`config.mk`:
```
export PLATFORM = sky130hd
export DESIGN_NAME = prog_loader
export DESIGN_NICKNAME = d
export VERILOG_FILES = /design/src/rtl/prog_loader.sv
export SDC_FILE = /design/constraint.sdc
export NUM_CORES = 1
export LEC_CHECK = 0
export CORE_ASPECT_RATIO = 0.8
export CORE_MARGIN = 4
export CORE_UTILIZATION = 52
export DETAILED_ROUTE_END_ITERATION = 6
export GPL_TIMING_DRIVEN = 0
export PLACE_DENSITY = 0.8
export SLEW_MARGIN = 25
export SYNTH_ARGS = -nofsm -noshare
export SYNTH_HDL_FRONTEND = slang
export SYNTH_SLANG_ARGS = --single-unit
```
`constraint.sdc`:
```
create_clock -name clk -period 3.45 [get_ports clk]
set_input_delay 0.5175 -clock clk [delete_from_list [all_inputs] [get_ports clk]]
set_output_delay 0.5175 -clock clk [all_outputs]
set_load 0.02 [all_outputs]
```
`src/rtl/prog_loader.sv`:
```
// prog_loader: writes a framed byte image (N, N data bytes, checksum) into program memory and holds the CPU in reset until it passes.
// Each accepted data byte is written one cycle later. in_ready is registered and stalled bytes are dropped. LOADER_READBACK_EN adds a readback verify pass.
module prog_loader #(
    parameter int ADDR_W    = 5,
    parameter int DATA_W    = 8,
    parameter int BASE_ADDR = 0
) (
    input  logic              clk,
    input  logic              rst,
    input  logic              in_valid,
    input  logic [DATA_W-1:0] in_data,
    output logic              in_ready,
    output logic              mem_we,
    output logic [ADDR_W-1:0] mem_addr,
    output logic [DATA_W-1:0] mem_wdata,
    input  logic [DATA_W-1:0] mem_rdata,
    output logic              cpu_hold,
    output logic              done,
    output logic              err,
    output logic [1:0]        err_code
);

    localparam int DEPTH = 1 << ADDR_W;
    localparam logic [ADDR_W-1:0] BASE = ADDR_W'(BASE_ADDR);

    typedef enum logic [2:0] {
        HDR,
        DATA,
        CSUM,
`ifdef LOADER_READBACK_EN
        VERIFY,
`endif
        DONE,
        ERR
    } state_t;

    state_t            state;
    logic [DATA_W-1:0] sum;
    logic [ADDR_W:0]   count;
    logic [ADDR_W-1:0] wptr;
    logic              accept;
    logic [DATA_W-1:0] sum_next;
    logic              len_bad;

    assign accept   = in_valid && in_ready;
    assign sum_next = sum + in_data;
    // Header is widened by one bit so N == 2^ADDR_W is still representable.
    assign len_bad  = (in_data == '0) || ({1'b0, in_data} > (DATA_W+1)'(DEPTH));

`ifdef LOADER_READBACK_EN
    logic [DATA_W-1:0] dsum;
    logic [DATA_W-1:0] rsum;
    logic [DATA_W-1:0] rsum_next;
    logic [ADDR_W:0]   len;
    logic              rd_vld;

    assign rsum_next = rd_vld ? rsum + mem_rdata : rsum;
`else
    logic unused_rdata;
    assign unused_rdata = ^mem_rdata;
`endif

    always_ff @(posedge clk) begin
        if (rst) begin
            state     <= HDR;
            in_ready  <= 1'b0;
            mem_we    <= 1'b0;
            mem_addr  <= BASE;
            mem_wdata <= '0;
            cpu_hold  <= 1'b1;
            done      <= 1'b0;
            err       <= 1'b0;
            err_code  <= 2'd0;
            sum       <= '0;
            count     <= '0;
            wptr      <= BASE;
`ifdef LOADER_READBACK_EN
            dsum      <= '0;
            rsum      <= '0;
            len       <= '0;
            rd_vld    <= 1'b0;
`endif
        end else begin
            mem_we <= 1'b0;
            case (state)
                HDR: begin
                    in_ready <= 1'b1;
                    if (accept) begin
                        sum  <= in_data;
                        wptr <= BASE;
`ifdef LOADER_READBACK_EN
                        dsum <= '0;
                        len  <= in_data[ADDR_W:0];
`endif
                        if (len_bad) begin
                            state    <= ERR;
                            err      <= 1'b1;
                            err_code <= 2'd1;
                            in_ready <= 1'b0;
                        end else begin
                            count <= in_data[ADDR_W:0];
                            state <= DATA;
                        end
                    end
                end
                DATA: begin
                    if (accept) begin
                        mem_we    <= 1'b1;
                        mem_addr  <= wptr;
                        mem_wdata <= in_data;
                        wptr      <= wptr + 1'b1;
                        sum       <= sum_next;
`ifdef LOADER_READBACK_EN
                        dsum      <= dsum + in_data;
`endif
                        count     <= count - 1'b1;
                        if (count == 1) state <= CSUM;
                    end
                end
                CSUM: begin
                    if (accept) begin
                        in_ready <= 1'b0;
                        if (sum_next == '0) begin
`ifdef LOADER_READBACK_EN
                            state    <= VERIFY;
                            mem_addr <= BASE;
                            count    <= len;
                            rsum     <= '0;
                            rd_vld   <= 1'b0;
`else
                            state    <= DONE;
                            done     <= 1'b1;
                            cpu_hold <= 1'b0;
`endif
                        end else begin
                            state    <= ERR;
                            err      <= 1'b1;
                            err_code <= 2'd2;
                        end
                    end
                end
`ifdef LOADER_READBACK_EN
                // One address per cycle; read data trails its address by one cycle.
                VERIFY: begin
                    rsum <= rsum_next;
                    if (count != 0) begin
                        mem_addr <= mem_addr + 1'b1;
                        count    <= count - 1'b1;
                        rd_vld   <= 1'b1;
                    end else if (rsum_next == dsum) begin
                        state    <= DONE;
                        done     <= 1'b1;
                        cpu_hold <= 1'b0;
                    end else begin
                        state    <= ERR;
                        err      <= 1'b1;
                        err_code <= 2'd3;
                    end
                end
`endif
                DONE: in_ready <= 1'b0;
                ERR:  in_ready <= 1'b0;
                default: state <= HDR;
            endcase
        end
    end

endmodule

```
==> impl_metrics.csv <==
group,metric,value,unit
floorplan,dieArea,5170,sq um
yosys,ys_types,46,
yosys,yosys_warnings,0,
yosys,synth-seq-cells,42,
drt,drt_pass1_iterations,4,
setup_path,crit_required,3.65,ns
final_layout,area_growth,22.6,%
sta,hold_viol,0,
floorplan,core_area,3850,sq um
yosys,syn_inst,265,
floorplan,io_pins,39,
setup_path,critPathMaxFanout,8,
yosys,synth_area_leaders,"dfxtp_1, nand2_1, nor2_1, a21oi_1, ha_1",
floorplan,start_util,55.1,%
setup_path,endpoint_kind,"flip-flop",
clocking,htree_num_levels,2,
sta,slew_headroom,40.5,%
sta,slew_violations,0,
clocking,cts-root-buf,"clkbuf_8",
sta,max_freq,296,MHz
power_and_ir_drop,vdd_ir_drop_max,0.348,mV
sta,worst_pin_slew,0.885,ns
clocking,clk_pin_slew_worst_paths,0.08,ns
sta,setup_violations,0,
global_routing,grt-ovfl-total,0,
clocking,clk_latency,0.30,ns
yosys,synth_nets,295,
final_layout,final_cell_mix,"nand2_1, dfxtp_1, nor2_1",
floorplan,die_x,79.4,um
yosys,async_flop_share,0,%
global_routing,grt_use_total,22.0,%
placed_design,place_inst,349,
drt,antenna_left,0,
drt,drc_errors,0,
yosys,yosysTopAreaCell,"dfxtp_1",
sta,final.min_clock_period,3.38,ns
yosys,ys.flop_type,"dfxtp_1",
sta,hold_slack,0.457,ns
final_layout,fillers,350,
yosys,synth_seq_area_share,39.6,%
yosys,synth.avg_cell_area,8.01,sq um
drt,wl,5210,um
final_layout,postLayoutCoreUtil,67.5,%
clocking,cts.sinks,42,
clocking,clk_path_buf_depth,2,
setup_path,startpoint_type,"input pin",
power_and_ir_drop,power.density,461,nW/um^2
floorplan,die_h,65.1,um
sta,fin_crit_sh,97.9,%
final_layout,final_net_count,331,
run,cap_violations,0,
placed_design,dp_hpwl,3770,um
clocking,cts_buffers,5,
hold_path,hold_class,"flip-flop to flip-flop",
global_routing,grt_pass1_wl,8930,um
setup_path,arrival,3.58,ns
sta,rsz0062_at_grt,"no",
drt,viasPerCell,5.75,
global_routing,antenna_found_initial,0,
final_layout,final_common_cell,"nand2_1",
setup_path,path_class,"input pin to flip-flop",
final_layout,n_antenna_cell,0,
clocking,postCtsSetupBuffers,0,
setup_path,reg2reg_depth,8,
drt,wl_per_cell,14.6,um
outcome,status,"completed",
final_layout,layoutNonFillerInstCount,357,
drt,drt_iter0_drc,200,
yosys,synth_edf_count,0,
final_layout,drive_gt1_share,5.30,%
drt,vias,2053,
yosys,syn_area,2120,sq um
global_routing,grt_max_degree,15,
global_routing,grt_pass1_vias,1936,
floorplan,std_cell_rows,20,
placed_design,io_buffers,29,
power_and_ir_drop,p_leak,0.921,nW
placed_design,gp_congestion,0.921,
clocking,cts_tree,"yes",
hold_path,hold_depth,2,
yosys,synth_top_area_share,39.6,%
sta,fin_skew,0.00678,ns
-- cells by family after synthesis --
group / synth area share (%)
adders and majority gates: 6.84
DFF: 39.6
AOI/OAI and AO/OA: 23.6
xor gates and xnor gates: 3.30
and+or+nand+nor: 22.2
buffers and inverters: 4.42
-- flip-flops by register name, indices dropped and copies added (netlist names) --
register,count
err,1
err_code,2
in_ready,1
done,1
count,6
mem_we,1
sum,8
state,3
mem_wdata,8
wptr,5
mem_addr,5
cpu_hold,1
-- Yosys cell counts (5+ instances only) --
cell       n
inv_1      8
a211oi_1   9
nor3_1    10
ha_1      10
nand2_1   44
a22oi_1    5
clkbuf_1  14
dfxtp_1   42
nor2_1    36
o21ai_0    9
a21oi_1   25
-- what timing repair did --
item,4_1_cts,5_1_grt
hold buffers,0,0
endpoints found under the setup margin,0,2
resized for setup,0,1
-- through the flow --
step	instance area, sq um	setup TNS [ns]	worst slack [ns]	total power, mW
2_1_floorplan	2120	0	0.434	0.734
3_3_place_gp	2480	-1.44	-0.240	0.803
3_5_place_dp	2480	-1.56	-0.255	0.810
4_1_cts	2590	0	0.0613	1.20
5_1_grt	2600	0	0.0273	1.27
6_report	2600	0	0.0728	1.20
-- power breakdown --
part / switching [mW] / total, mW / internal, mW
logic: 0.163 / 0.274 / 0.111
registers: 0.0191 / 0.532 / 0.513
clock network: 0.177 / 0.394 / 0.217
-- layout make-up --
type                       count  area (sq um)  area share, %
multi-input combinational    200          1190           45.9
tap                           55          68.8           2.65
buffer                        15          63.8           2.45
clock inverter                 3          43.8           1.68
sequential                    42           841           32.3
timing repair buffer          29           290           11.2
clock buffer                   5          68.8           2.65
inverter                       8          30.0           1.15
-- worst max-delay path, cell delays in order --
cell	delay (ns)
clkdlybuf4s50_1	0.50
ha_2	0.25
fa_1	0.40
xor2_1	0.19
or3_1	0.30
or4_1	0.53
or4b_4	0.54
buf_6	0.15
o22a_2	0.19
-- layer usage --
layer	up-vias	part of all wire, %	GRT usage, %
li1	1009	-	-
met1	967	48	30.6
met2	69	45	33.4
met3	8	6.2	6.58
met4	0	0.88	4.94
met5	-	0	0
-- path summary, 6_finish.rpt --
| path | slack (ns) | endpoint | startpoint |
|---|---|---|---|
| min reg2reg | 0.46 | mem_wdata[0]$_SDFFE_PP0P_ | mem_wdata[0]$_SDFFE_PP0P_ |
| min | 0.46 | mem_wdata[0]$_SDFFE_PP0P_ | mem_wdata[0]$_SDFFE_PP0P_ |
| max reg2reg | 0.55 | cpu_hold$_SDFFE_PP1P_ | sum[0]$_SDFFE_PP0P_ |
| max | 0.07 | cpu_hold$_SDFFE_PP1P_ | in_data[0] |
(Power assumes the default switching activity.)
